`src/rtl/mem_ctrl_pkg.sv`:
```
// mem_ctrl_pkg: shared types and the I/O register map for mem_controller.
//   mc_state_t    : external-access FSM states (IDLE -> WAIT -> DONE -> IDLE)
//   ADDR_*        : addresses of the local memory-mapped I/O registers
package mem_ctrl_pkg;

    typedef enum logic [1:0] {
        IDLE = 2'd0,
        WAIT = 2'd1,
        DONE = 2'd2
    } mc_state_t;

    localparam logic [7:0] ADDR_GPIO_OUT = 8'hFC;
    localparam logic [7:0] ADDR_GPIO_IN  = 8'hFD;
    localparam logic [7:0] ADDR_STATUS   = 8'hFE;
    localparam logic [7:0] ADDR_RSVD     = 8'hFF;

endpackage

```
`src/rtl/mem_io_regs.sv`:
```
// mem_io_regs: local memory-mapped I/O registers of mem_controller.
//   GPIO_OUT (0xFC, RW), GPIO_IN (0xFD, RO through a 2-flop synchronizer),
//   STATUS (0xFE, bit0 = sticky bus error, write 1 to clear), 0xFF reserved.
// Ports:
//   clk, reset : clock, asynchronous active-high reset
//   addr       : register address (only meaningful when the access is I/O)
//   wdata      : store data
//   wr_en      : I/O write strobe, qualified by the controller (IDLE, I/O range)
//   err_set    : one-cycle pulse that sets the sticky bus error
//   gpio_in    : asynchronous input pins
//   gpio_out   : GPIO output register
//   rdata      : combinational read mux output
module mem_io_regs
    import mem_ctrl_pkg::*;
#(
    parameter int GPIO_W = 8
) (
    input  logic              clk,
    input  logic              reset,
    input  logic [7:0]        addr,
    input  logic [7:0]        wdata,
    input  logic              wr_en,
    input  logic              err_set,
    input  logic [GPIO_W-1:0] gpio_in,
    output logic [GPIO_W-1:0] gpio_out,
    output logic [7:0]        rdata
);

    logic [GPIO_W-1:0] gpio_sync1;
    logic [GPIO_W-1:0] gpio_sync2;
    logic              bus_error;

    // gpio_in is asynchronous; only the second flop is ever read.
    always_ff @(posedge clk or posedge reset) begin
        if (reset) begin
            gpio_sync1 <= '0;
            gpio_sync2 <= '0;
        end else begin
            gpio_sync1 <= gpio_in;
            gpio_sync2 <= gpio_sync1;
        end
    end

    always_ff @(posedge clk or posedge reset) begin
        if (reset) begin
            gpio_out <= '0;
        end else if (wr_en && addr == ADDR_GPIO_OUT) begin
            gpio_out <= GPIO_W'(wdata);
        end
    end

    // Set and clear never coincide: errors are raised in WAIT, I/O writes
    // only happen in IDLE. Set still takes priority to keep it sticky.
    always_ff @(posedge clk or posedge reset) begin
        if (reset) begin
            bus_error <= 1'b0;
        end else if (err_set) begin
            bus_error <= 1'b1;
        end else if (wr_en && addr == ADDR_STATUS && wdata[0]) begin
            bus_error <= 1'b0;
        end
    end

    always_comb begin
        rdata = 8'h00;
        case (addr)
            ADDR_GPIO_OUT: rdata = 8'(gpio_out);
            ADDR_GPIO_IN:  rdata = 8'(gpio_sync2);
            ADDR_STATUS:   rdata = {7'b0, bus_error};
            ADDR_RSVD:     rdata = 8'h00;
            default:       rdata = 8'h00;
        endcase
    end

endmodule

```
`src/rtl/mem_controller.sv`:
```
// mem_controller: routes CPU loads/stores either to local memory-mapped I/O
// (single cycle) or to an external byte-wide req/ack bus (multi-cycle, with
// Stall asserted so the CPU freezes while the access is outstanding).
// Optional feature macro: MEMCTRL_TIMEOUT_EN -- when defined, an external
// access that sees no bus_ack within TIMEOUT_CYCLES WAIT cycles is aborted,
// returns 8'hFF and sets the sticky STATUS bus-error bit.
// Ports:
//   clk, reset        : clock, asynchronous active-high reset
//   Address/WriteData : CPU access address and store data
//   MemWrite_Enable   : store strobe (wins if both strobes are high)
//   MemRead_Enable    : load strobe
//   ReadData          : load data to the write-back mux
//   Stall             : CPU must hold its state this cycle
//   bus_req/bus_we/bus_addr/bus_wdata : registered external bus request
//   bus_rdata/bus_ack : external read data and one-cycle completion pulse
//   gpio_in/gpio_out  : GPIO pins
module mem_controller
    import mem_ctrl_pkg::*;
#(
    parameter logic [7:0] IO_BASE        = 8'hFC,
    parameter int         TIMEOUT_CYCLES = 16,
    parameter int         GPIO_W         = 8
) (
    input  logic              clk,
    input  logic              reset,
    input  logic [7:0]        Address,
    input  logic [7:0]        WriteData,
    input  logic              MemWrite_Enable,
    input  logic              MemRead_Enable,
    output logic [7:0]        ReadData,
    output logic              Stall,
    output logic              bus_req,
    output logic              bus_we,
    output logic [7:0]        bus_addr,
    output logic [7:0]        bus_wdata,
    input  logic [7:0]        bus_rdata,
    input  logic              bus_ack,
    input  logic [GPIO_W-1:0] gpio_in,
    output logic [GPIO_W-1:0] gpio_out
);

    mc_state_t  state;
    logic [7:0] rd_latch;
    logic [7:0] io_rdata;
    logic       req;
    logic       is_io;
    logic       ext_req;
    logic       io_wr;
    logic       io_rd;
    logic       err_set;

    assign req     = MemRead_Enable | MemWrite_Enable;
    assign is_io   = (Address >= IO_BASE);
    assign ext_req = (state == IDLE) && req && !is_io;
    assign io_wr   = (state == IDLE) && MemWrite_Enable && is_io;
    assign io_rd   = (state == IDLE) && MemRead_Enable && !MemWrite_Enable && is_io;

    // Stall is combinational so the CPU freezes in the very cycle the
    // external access is first seen; DONE releases it for the retire edge.
    assign Stall = ext_req || (state == WAIT);

`ifdef MEMCTRL_TIMEOUT_EN
    localparam int CNT_W = (TIMEOUT_CYCLES > 2) ? $clog2(TIMEOUT_CYCLES) : 1;

    logic [CNT_W-1:0] to_cnt;

    // Expiry on the last WAIT cycle loses to a simultaneous ack.
    assign err_set = (state == WAIT) && !bus_ack && (to_cnt == '0);
`else
    assign err_set = 1'b0;
`endif

    always_ff @(posedge clk or posedge reset) begin
        if (reset) begin
            state     <= IDLE;
            bus_req   <= 1'b0;
            bus_we    <= 1'b0;
            bus_addr  <= 8'h00;
            bus_wdata <= 8'h00;
            rd_latch  <= 8'h00;
`ifdef MEMCTRL_TIMEOUT_EN
            to_cnt    <= '0;
`endif
        end else begin
            case (state)
                IDLE: begin
                    if (ext_req) begin
                        bus_addr  <= Address;
                        bus_wdata <= WriteData;
                        bus_we    <= MemWrite_Enable;
                        bus_req   <= 1'b1;
                        // Cleared so a completed write returns 0 in DONE.
                        rd_latch  <= 8'h00;
`ifdef MEMCTRL_TIMEOUT_EN
                        to_cnt    <= CNT_W'(TIMEOUT_CYCLES - 1);
`endif
                        state     <= WAIT;
                    end
                end
                WAIT: begin
                    if (bus_ack) begin
                        bus_req <= 1'b0;
                        if (!bus_we) begin
                            rd_latch <= bus_rdata;
                        end
                        state <= DONE;
                    end
`ifdef MEMCTRL_TIMEOUT_EN
                    else if (to_cnt == '0) begin
                        bus_req  <= 1'b0;
                        rd_latch <= 8'hFF;
                        state    <= DONE;
                    end else begin
                        to_cnt <= to_cnt - CNT_W'(1);
                    end
`endif
                end
                DONE: begin
                    // The strobe still present here belongs to the retiring
                    // instruction; never re-issue it.
                    state <= IDLE;
                end
                default: begin
                    state <= IDLE;
                end
            endcase
        end
    end

    always_comb begin
        ReadData = 8'h00;
        if (state == DONE) begin
            ReadData = rd_latch;
        end else if (io_rd) begin
            ReadData = io_rdata;
        end
    end

    mem_io_regs #(
        .GPIO_W(GPIO_W)
    ) u_io_regs (
        .clk     (clk),
        .reset   (reset),
        .addr    (Address),
        .wdata   (WriteData),
        .wr_en   (io_wr),
        .err_set (err_set),
        .gpio_in (gpio_in),
        .gpio_out(gpio_out),
        .rdata   (io_rdata)
    );

endmodule

```
`config.mk`:
```
export PLATFORM = sky130hd
export DESIGN_NAME = mem_controller
export DESIGN_NICKNAME = d
export VERILOG_FILES = /design/src/rtl/mem_ctrl_pkg.sv /design/src/rtl/mem_io_regs.sv /design/src/rtl/mem_controller.sv
export SDC_FILE = /design/constraint.sdc
export NUM_CORES = 1
export LEC_CHECK = 0
export ABC_CLOCK_PERIOD_IN_PS = 3800
export BUFFER_PORTS_ARGS = -buffer_cell sky130_fd_sc_hd__buf_2
export CORE_MARGIN = 2
export CORE_UTILIZATION = 53
export DETAILED_ROUTE_END_ITERATION = 8
export PLACE_DENSITY = 0.83
export RECOVER_POWER = 100
export SETUP_SLACK_MARGIN = 0.4
export SLEW_MARGIN = 20
export SYNTH_ARGS = -nofsm -noshare
export SYNTH_HDL_FRONTEND = slang
export SYNTH_SLANG_ARGS = --single-unit
export TNS_END_PERCENT = 30
```
`constraint.sdc`:
```
create_clock -name clk -period 3.8 [get_ports clk]
set_input_delay 0.19 -clock clk [delete_from_list [all_inputs] [get_ports clk]]
set_output_delay 0.19 -clock clk [all_outputs]
set_load 0.01 [all_outputs]
```
==> impl_metrics.yaml <==
outcome:
  status: "finished with violations"
  failed_checks: "max-capacitance violations, max-slew violations"
setup_path:
  worst-path-max-fanout: 22
  start_kind: "flip-flop"
  crit_path_cell_trace: "nor3_1, or4b_1, o21ai_0, buf_2"
  critPathKind: "reg -> out"
  arrival_ns: 2.24
  critPathRequiredTime_ns: 3.61
  cp_top_family: "simple AND/OR/NAND/NOR gates"
  crit_path_end_kind: "primary output"
  critPathSlowestCell: "or4b_1"
  worst-path-buf-inv: 1
  max_stage_delay_ns: 0.63
logic_synthesis:
  synth_cell_types: 36
  synth-seq-cells: 52
  synth_top_area_share: 0.597
  ys_seq_area_frac: 0.597
  avgSynthCellArea_um2: 13.1
  synthFlopType: "dfrtp_1"
  yosys.cell_count.top_type: "dfrtp_1"
  synth_edf_count: 0
  syn_inst: 167
  ys_top_cells_by_count: "dfrtp_1 (52), mux2_2 (22), nand2_1 (17)"
  syn_nets: 204
  synth_area_leaders: "dfrtp_1 (60%), mux2_2 (11%), mux2i_1 (3.7%)"
  syn_area_mm2: 0.00218
  synth_top_area_cell: "dfrtp_1"
  async_flop_share: 1.00
  ys_warn_count: 0
die:
  row_count: 23
  ioPinCount: 72
  initial_utilization: 0.549
  fp.dieH_um: 68.1
  die-area_mm2: 0.00464
  core_mm2: 0.00397
  dieWidth_um: 68.1
cells_and_area:
  antennaDiodeCount: 0
  layout.nets: 283
  syn_to_final_growth_pct: 23.7
  drive_gt1_frac: 0.324
grt:
  grt_max_degree: 53
  overflow: 0
  grt.total_usage: 0.207
  antenna_found_initial: 0
  grt_first_pass_wirelength_um: 6970
  grt_pass1_vias: 1462
sta:
  grt_setup_unrepaired: "no"
  hold_viol: 0
  final_max_slew_viol_count: 71
  setup_viol_count_final: 0
  skew_ns: 0.00587
  slew_headroom: -0.459
  fin_crit_ns: 2.43
  worstMarginPinSlew_ns: 2.18
  fin_crit_sh: 0.638
  fmax_ghz: 0.412
  setup_tns_ns: 0
clock_network:
  cts_buffers: 5
  cts_resized: 0
  clkTransAtPathRegs_ns: 0.09
  clock-sinks: 52
  root_buffer: "clkbuf_8"
  cts_tree: "yes"
  post_cts_buffers: 0
  cts_buffer_depth: 2
  clock_latency_ns: 0.29
  htreeDepth: 2
detailed_routing:
  final_antenna_net_count: 0
  vias: 1535
  dr.pass1.iters: 4
  drtIter0Drc: 139
  route.detailed.drc: 0
  avgRoutedWirePerCell_um: 15.1
  vias_per_cell: 5.17
  finalWirelength_um: 4480
pwr:
  switchingPower_w: 0.000546
  p_int_w: 0.00116
  vdd_drop_max_uv: 390
  pwr-share-clk: 0.226
  leakage_nw: 1.24
  power_density_mw_per_mm2: 634
  seqPwrFrac: 0.480
  switching_share: 0.320
  finalPower_w: 0.00171
  combinationalPowerShare: 0.293
placed_design:
  gp_congestion: 0.756
  hpwl_um: 3180
  io_buffers: 71
hold_path:
  hold_class: "in -> reg"
job:
  cap_violations: 2
## per-stage QoR
stage / hold WS, ns / utilization / area, um^2 / std cells / worst slack [ns]
global placement: 0.298 / 0.643 / 2550 / 281 / 1.94
global route: 0.129 / 0.679 / 2700 / 297 / 1.21
CTS: 0.133 / 0.694 / 2760 / 297 / 1.58
detailed placement: 0.299 / 0.643 / 2550 / 281 / 1.90
finish: 0.141 / 0.679 / 2700 / 297 / 1.37
floorplan: 0.221 / - / 2180 / 167 / 2.24
## kinds of logic after synthesis
kind of cell | share of synthesized area
flops | 0.597
simple gates | 0.113
compound gates | 0.101
mux | 0.164
buf+inv | 0.0247
## state kept, by name, summed over array words and instances (netlist names)
register,flops
u_io_regs.gpio_sync2,8
u_io_regs.gpio_out,8
bus_addr,8
bus_we,1
state,2
u_io_regs.gpio_sync1,8
bus_req,1
rd_latch,8
bus_wdata,8
## final timing paths
path | depth (start not counted) | start | slack [ns] | endpoint
hold reg to reg | 0 | u_io_regs.gpio_sync1[3]$_DFF_PP0_ | 0.35 | u_io_regs.gpio_sync2[3]$_DFF_PP0_
setup reg to reg | 3 | state[1]$_DFFE_PP0P_ | 1.52 | bus_addr[1]$_DFFE_PP0P_
hold / removal | 2 | WriteData[4] | 0.14 | bus_wdata[4]$_DFFE_PP0P_
setup / recovery | 4 | state[1]$_DFFE_PP0P_ | 1.37 | ReadData[5]
max in group asynchronous | 2 | reset | 2.35 | rd_latch[6]$_DFFE_PP0P_
min in group asynchronous | 2 | reset | 0.46 | bus_wdata[7]$_DFFE_PP0P_
## power groups by stage
| stage | sequential, W | clock (W) | combinational (W) |
|---|---|---|---|
| floorplan | 0.000854 | 0 | 0.000320 |
| global placement | 0.000828 | 0 | 0.000524 |
| detailed placement | 0.000828 | 0 | 0.000537 |
| CTS | 0.000821 | 0.000395 | 0.000544 |
| global route | 0.000847 | 0.000422 | 0.000552 |
| finish | 0.000821 | 0.000386 | 0.000502 |
## layer usage
metal | track usage | wire length (um) | share of wire | up-vias
met5 | 0 | 0 | 0 | -
met4 | 0.0600 | 23 | 0.0051 | 0
met3 | 0.0395 | 220 | 0.049 | 2
met2 | 0.333 | 2240 | 0.50 | 45
met1 | 0.289 | 2000 | 0.45 | 736
li1 | - | - | - | 752
## what timing repair did
item                       in CTS  in global routing
hold endpoints to repair        8                  0
hold buffers                    8                  0
setup endpoints to repair       0                  0
## cells in the final DEF (no fill, tap or decap), types with 2 or more instances in the layout
cell type	instances
clkbuf_8	6
dfrtp_1	52
mux2_2	23
clkbuf_1	28
a22oi_1	8
nand2_1	17
mux2i_1	8
o21ai_0	16
buf_2	43
inv_1	2
dlygate4sd3_1	8
nor2_1	2
o211ai_1	2
nor2b_1	10
## area by class of cell
type,instances,area (um^2)
Sequential cell,52,1300
Tap cell,50,62.6
Clock buffer,6,82.6
Clock inverter,2,38.8
Fill cell,309,1280
Inverter,3,12.5
Multi-Input combinational cell,105,797
Timing Repair Buffer,79,400
(Power assumes the default switching activity.)
